$ cat src/rtl/armv4_pkg.sv
// Shared ARMv4 register-file definitions: register index type, PC alias and the
// operand-fetch state encoding.
package armv4_pkg;

    typedef logic [3:0] reg_idx_t;

    localparam reg_idx_t    REG_PC         = 4'd15;
    localparam int unsigned PC_READ_OFFSET = 8;

    typedef enum logic [1:0] {
        IDLE  = 2'd0,
        FETCH = 2'd1,
        HOLD  = 2'd2
    } fetch_state_t;

endpackage

$ cat src/rtl/operand_slot.sv
// One operand slot: holds the collected value and whether a register-file read
// is still owed to it.
module operand_slot #(
    parameter int unsigned DATA_SIZE = 32
) (
    input  logic                 i_clk,
    input  logic                 i_rst_n,
    input  logic                 i_clear,
    input  logic                 i_load_zero,
    input  logic                 i_load_pc,
    input  logic                 i_load_pend,
    input  logic                 i_load_rd,
    input  logic [DATA_SIZE-1:0] i_pc_val,
    input  logic [DATA_SIZE-1:0] i_rd_data,
    output logic [DATA_SIZE-1:0] o_value,
    output logic                 o_pend
);

    logic [DATA_SIZE-1:0] r_value;
    logic                 r_pend;

    always_ff @(posedge i_clk or negedge i_rst_n) begin
        if (!i_rst_n) begin
            r_value <= '0;
            r_pend  <= 1'b0;
        end else if (i_clear || i_load_zero) begin
            r_value <= '0;
            r_pend  <= 1'b0;
        end else if (i_load_pc) begin
            r_value <= i_pc_val;
            r_pend  <= 1'b0;
        end else if (i_load_pend) begin
            r_value <= '0;
            r_pend  <= 1'b1;
        end else if (i_load_rd) begin
            r_value <= i_rd_data;
            r_pend  <= 1'b0;
        end
    end

    assign o_value = r_value;
    assign o_pend  = r_pend;

endmodule

$ cat src/rtl/operand_fetch_unit.sv
// Collects up to three source operands (Rn, Rm, Rs) through one synchronous
// register-file read port; R15 is resolved locally as PC + offset.
module operand_fetch_unit
    import armv4_pkg::*;
#(
    parameter int unsigned DATA_SIZE = 32,
    parameter int unsigned ADDR_SIZE = 4,
    parameter int unsigned PC_OFFSET = PC_READ_OFFSET
) (
    input  logic                 i_clk,
    input  logic                 i_rst_n,
    input  logic                 i_flush,
    input  logic                 i_req,
    output logic                 o_req_ready,
    input  logic                 i_use_n,
    input  logic                 i_use_m,
    input  logic                 i_use_s,
    input  logic [ADDR_SIZE-1:0] i_idx_n,
    input  logic [ADDR_SIZE-1:0] i_idx_m,
    input  logic [ADDR_SIZE-1:0] i_idx_s,
    input  logic [DATA_SIZE-1:0] i_pc_in,
    output logic                 o_rd_en,
    output logic [ADDR_SIZE-1:0] o_rd_addr,
    input  logic [DATA_SIZE-1:0] i_rd_data,
    output logic                 o_op_valid,
    input  logic                 i_op_ready,
    output logic [DATA_SIZE-1:0] o_op_a,
    output logic [DATA_SIZE-1:0] o_op_b,
    output logic [DATA_SIZE-1:0] o_op_c
);

    fetch_state_t              r_state, w_state_d;
    logic [2:0][ADDR_SIZE-1:0] r_idx, w_idx;
    logic [2:0]                r_issue, w_use, w_is_pc, w_pend;
    logic [2:0]                w_ld_zero, w_ld_pc, w_ld_pend, w_ld_rd;
    logic [2:0]                w_iss_mask, w_cap_mask;
    logic [1:0]                w_iss_sel, r_cap_sel;
    logic                      r_cap_vld, r_op_valid;
    logic                      w_iss_vld, w_accept, w_can_take, w_done;
    logic [ADDR_SIZE-1:0]      w_iss_addr;
    logic [DATA_SIZE-1:0]      w_pc_val;
    logic [DATA_SIZE-1:0]      w_val [3];

    assign w_use    = {i_use_s, i_use_m, i_use_n};
    assign w_idx    = {i_idx_s, i_idx_m, i_idx_n};
    assign w_pc_val = i_pc_in + DATA_SIZE'(PC_OFFSET);

    assign w_can_take  = (r_state == IDLE) || ((r_state == HOLD) && i_op_ready);
    assign w_accept    = i_req && w_can_take && !i_flush;
    assign o_req_ready = w_can_take;

    always_comb begin
        for (int i = 0; i < 3; i++) begin
            w_is_pc[i]   = (w_idx[i] == ADDR_SIZE'(REG_PC));
            w_ld_zero[i] = w_accept && !w_use[i];
            w_ld_pc[i]   = w_accept && w_use[i] && w_is_pc[i];
            w_ld_pend[i] = w_accept && w_use[i] && !w_is_pc[i];
            w_ld_rd[i]   = r_cap_vld && (r_cap_sel == 2'(i)) && !i_flush;
        end
    end

    // Issue order N, M, S: lowest outstanding slot goes first.
    always_comb begin
        w_iss_sel = 2'd2;
        if (r_issue[0]) begin
            w_iss_sel = 2'd0;
        end else if (r_issue[1]) begin
            w_iss_sel = 2'd1;
        end
        case (w_iss_sel)
            2'd0:    w_iss_addr = r_idx[0];
            2'd1:    w_iss_addr = r_idx[1];
            default: w_iss_addr = r_idx[2];
        endcase
    end

    assign w_iss_vld  = (r_state == FETCH) && (r_issue != 3'b000) && !i_flush;
    assign w_iss_mask = 3'b001 << w_iss_sel;
    assign w_cap_mask = r_cap_vld ? (3'b001 << r_cap_sel) : 3'b000;
    assign w_done     = (w_pend & ~w_cap_mask) == 3'b000;
    assign o_rd_en    = w_iss_vld;
    assign o_rd_addr  = w_iss_vld ? w_iss_addr : '0;

    // Every request passes through FETCH, so latency is k+1 even when k = 0.
    always_comb begin
        w_state_d = r_state;
        if (i_flush) begin
            w_state_d = IDLE;
        end else if (w_accept) begin
            w_state_d = FETCH;
        end else begin
            case (r_state)
                FETCH:   if (w_done) w_state_d = HOLD;
                HOLD:    if (i_op_ready) w_state_d = IDLE;
                default: w_state_d = r_state;
            endcase
        end
    end

    always_ff @(posedge i_clk or negedge i_rst_n) begin
        if (!i_rst_n) begin
            r_state    <= IDLE;
            r_op_valid <= 1'b0;
            r_issue    <= '0;
            r_idx      <= '0;
            r_cap_vld  <= 1'b0;
            r_cap_sel  <= 2'd0;
        end else begin
            r_state    <= w_state_d;
            r_op_valid <= (w_state_d == HOLD);
            r_cap_vld  <= w_iss_vld;
            r_cap_sel  <= w_iss_sel;
            if (i_flush) begin
                r_issue <= '0;
            end else if (w_accept) begin
                r_issue <= w_ld_pend;
                r_idx   <= w_idx;
            end else if (w_iss_vld) begin
                r_issue <= r_issue & ~w_iss_mask;
            end
        end
    end

    for (genvar g = 0; g < 3; g++) begin : g_slot
        operand_slot #(
            .DATA_SIZE(DATA_SIZE)
        ) u_slot (
            .i_clk      (i_clk),
            .i_rst_n    (i_rst_n),
            .i_clear    (i_flush),
            .i_load_zero(w_ld_zero[g]),
            .i_load_pc  (w_ld_pc[g]),
            .i_load_pend(w_ld_pend[g]),
            .i_load_rd  (w_ld_rd[g]),
            .i_pc_val   (w_pc_val),
            .i_rd_data  (i_rd_data),
            .o_value    (w_val[g]),
            .o_pend     (w_pend[g])
        );
    end

    assign o_op_valid = r_op_valid;
    assign o_op_a     = w_val[0];
    assign o_op_b     = w_val[1];
    assign o_op_c     = w_val[2];

endmodule

$ cat config.mk
export PLATFORM = sky130hd
export DESIGN_NAME = operand_fetch_unit
export DESIGN_NICKNAME = d
export VERILOG_FILES = /design/src/rtl/armv4_pkg.sv /design/src/rtl/operand_slot.sv /design/src/rtl/operand_fetch_unit.sv
export SDC_FILE = /design/constraint.sdc
export NUM_CORES = 1
export LEC_CHECK = 0
export CAP_MARGIN = 20
export CORE_MARGIN = 2
export CORE_UTILIZATION = 49
export DETAILED_ROUTE_END_ITERATION = 10
export GPL_TIMING_DRIVEN = 0
export HOLD_SLACK_MARGIN = 0.05
export PLACE_DENSITY = 0.85
export SLEW_MARGIN = 40
export SYNTH_ARGS = -nofsm -noshare
export SYNTH_HDL_FRONTEND = slang
export SYNTH_HIERARCHICAL = 1
export SYNTH_SLANG_ARGS = --single-unit
export TNS_END_PERCENT = 100
$ cat constraint.sdc
create_clock -name i_clk -period 3.1 [get_ports i_clk]
set_input_delay 0.62 -clock i_clk [delete_from_list [all_inputs] [get_ports i_clk]]
set_output_delay 0.62 -clock i_clk [all_outputs]
set_load 0.01 [all_outputs]
==> flow_metrics.env <==
export IMPL_cp_max_fo=10
export IMPL_r2r_start="r_state[0]$_DFF_PN0_"
export IMPL_hold_violations=0
export IMPL_grt_pass1_wl_um=33000
export IMPL_viasPerCell=6.24
export IMPL_dieHeight_um=122
export IMPL_htreeDepth=4
export IMPL_grt_pass1_vias=5977
export IMPL_worst_slack_ns=0.123
export IMPL_synth_flop_cell="dfrtp_1"
export IMPL_ant_nets=0
export IMPL_power_density_nw_per_um2=487
export IMPL_crit_path_start_kind="input pin"
export IMPL_crit_start="i_flush"
export IMPL_placed_area_um2=8990
export IMPL_wl_um=21200
export IMPL_rows=43
export IMPL_grt_max_degree=70
export IMPL_min_period_ns=2.98
export IMPL_yosys_area_top_type_share_pct=43.7
export IMPL_cts_sinks=120
export IMPL_yosys_warnings=6
export IMPL_drt_iter0_markers=660
export IMPL_fmax_mhz=336
export IMPL_finalClockSkew_ns=0.0124
export IMPL_gp_congestion=0.945
export IMPL_critPathArrivalTime_ns=2.36
export IMPL_path_clk_slew_ns=0.05
export IMPL_synth_edf_count=0
export IMPL_cts_buffers=17
export IMPL_p_leak_uw=0.00392
export IMPL_hold_path_class="input pin to async pin"
export IMPL_synth_top_area_cell="dfrtp_1"
export IMPL_ir_drop_v=0.000325
export IMPL_maxSlewViolCount=0
export IMPL_io_pins=187
export IMPL_finalSetupViolCount=0
export IMPL_maxCapViolCount=0
export IMPL_worstPathRequired_ns=2.48
export IMPL_final_net_count=841
export IMPL_syn_cell_area_um2=6870
export IMPL_synthTopCellsByCount="dfrtp_1, a22oi_1, o2bb2ai_2"
export IMPL_period_share_pct=96.0
export IMPL_antenna_found_initial=0
export IMPL_die_area_um2=15000
export IMPL_cts_setup_buffers=0
export IMPL_crit_path_end_kind="output port"
export IMPL_clk_latency_ns=0.42
export IMPL_reg2reg_slack_ns=0.29
export IMPL_seq_area_frac_synth_pct=43.7
export IMPL_synthArstFlopShare_pct=100
export IMPL_synthTopCellsByArea="dfrtp_1, o2bb2ai_2, a22oi_1, buf_12, xnor2_1"
export IMPL_area_growth_pct=39.7
export IMPL_floorplan_initialDensity_pct=49.9
export IMPL_wl_per_cell_um=22.4
export IMPL_rsz0062_at_grt="no"
export IMPL_grt_util_all_layers_pct=28.9
export IMPL_gr_total_overflow=0
export IMPL_instances_no_fill=945
export IMPL_dp_hpwl_um=15000
export IMPL_synth_seq_cells=120
export IMPL_final_util_pct=69.7
export IMPL_hold_worst_slack_ns=0.110
export IMPL_drcViolationCount=0
export IMPL_dr_total_vias=5896
export IMPL_synth_most_common_cell="dfrtp_1"
export IMPL_crit_type="input pin to output port"
export IMPL_drtPass1Iterations=6
export IMPL_die_w_um=122
export IMPL_synth_cell_types=52
export IMPL_synth_cells=547
export IMPL_status="finished, final reports clean"
export IMPL_worst_r2r_endpoint="g_slot[0].u_slot/o_value[21]$_DFFE_PN0P_"
export IMPL_core_area_um2=13800
export IMPL_slew_headroom_pct=50.4
export IMPL_io_buffer_count=186
export IMPL_max_slew_worst_pin_slew_ns=0.734
export IMPL_cts_tree="built"
export IMPL_clock_path_buffers=2
export IMPL_dp_cells=914
export IMPL_syn_num_nets=635
export IMPL_reg2regPathDepth=11
export IMPL_antenna_cells=0
export IMPL_final_area_um2=9600
export IMPL_avgSynthCellArea_um2=12.6
export IMPL_pre_cts_ws_ns=-0.239
export IMPL_clockRootBuffer="clkbuf_16"
export IMPL_layout_drive_gt1_share_pct=25.2
==> worst max-delay path, stage by stage <==
cell,delay (ns)
dlygate4sd2_1,0.36
clkbuf_2,0.24
or3_4,0.44
nor2_1,0.14
clkdlybuf4s50_1,0.55
==> routing by layer <==
| metal | vias to the layer above | track usage, % | wire (um) |
|---|---|---|---|
| met3 | 45 | 8.18 | 1720 |
| met5 | - | 0 | 0 |
| li1 | 2566 | - | - |
| met4 | 0 | 9.48 | 392 |
| met1 | 2940 | 37.2 | 8470 |
| met2 | 345 | 47.0 | 10600 |
==> flip-flops by register name, indices dropped and copies added (netlist names) <==
name                   flops
o_op_valid                 1
r_issue                    3
r_idx                     12
r_cap_vld                  1
r_cap_sel                  2
r_state                    2
g_slot.u_slot/o_value     96
g_slot.u_slot/o_pend       3
==> report_power, final <==
group / switching (uW) / total [uW] / internal, uW
registers: 81.0 / 1760 / 1670
clock network: 707 / 2010 / 1300
logic: 463 / 909 / 445
==> logic make-up (layout without fill, tap and decap cells) <==
logic type	after synthesis	after routing	share of synthesized area, %
buf+inv	59	277	6.41
simple gates	101	101	9.03
flops	120	120	43.7
fa+ha+maj	4	4	0.728
compound gates	219	219	34.0
mux	17	17	2.71
xor+xnor	27	27	3.44
==> placed cells by master, fill, tap and decap left out, types with 7 or more instances in the layout <==
cell type	instances
mux2_2	13
a21oi_1	15
nand4_1	13
buf_2	19
o2bb2ai_2	90
buf_12	9
xnor2_1	20
and3_1	7
nand3_1	10
inv_1	11
a22oi_1	90
nand2_1	13
xor2_1	7
dfrtp_1	120
clkbuf_16	17
nor2_1	19
clkbuf_1	12
clkdlybuf4s50_1	184
==> per-stage QoR <==
| step | setup TNS [ns] | total power, uW |
|---|---|---|
| after floorplan | 0 | 2260 |
| after global placement | -371.67 | 2640 |
| after detailed placement | -13.29 | 2680 |
| after CTS | 0 | 4680 |
| after global routing | 0 | 4850 |
| final | 0 | 4670 |
==> worst max path at each step <==
| stage | slack (ns) | endpoint |
|---|---|---|
| finish | 0.12 | o_rd_addr[2] |
| global route | 0.02 | g_slot[0].u_slot/o_value[21]$_DFFE_PN0P_ |
| floorplan | 0.81 | g_slot[2].u_slot/o_value[12]$_DFFE_PN0P_ |
| CTS | 0.06 | o_rd_addr[1] |
| detailed placement | -0.24 | g_slot[0].u_slot/o_value[21]$_DFFE_PN0P_ |
| global placement | -3.06 | g_slot[1].u_slot/o_value[0]$_DFFE_PN0P_ |
==> timing repair <==
action                     4_1_cts  5_1_grt
hold buffers                     0        0
resized for setup                3        1
setup endpoints to repair        5        3
==> area by class of cell <==
type / count / area (um^2)
Timing Repair Buffer: 187 / 1890
Buffer: 47 / 397
Sequential cell: 120 / 3000
Clock inverter: 7 / 90.1
Tap cell: 180 / 225
Multi-Input combinational cell: 368 / 3440
Clock buffer: 24 / 512
Fill cell: 986 / 4170
Inverter: 12 / 45.0
Power figures use the tool's default switching activity.
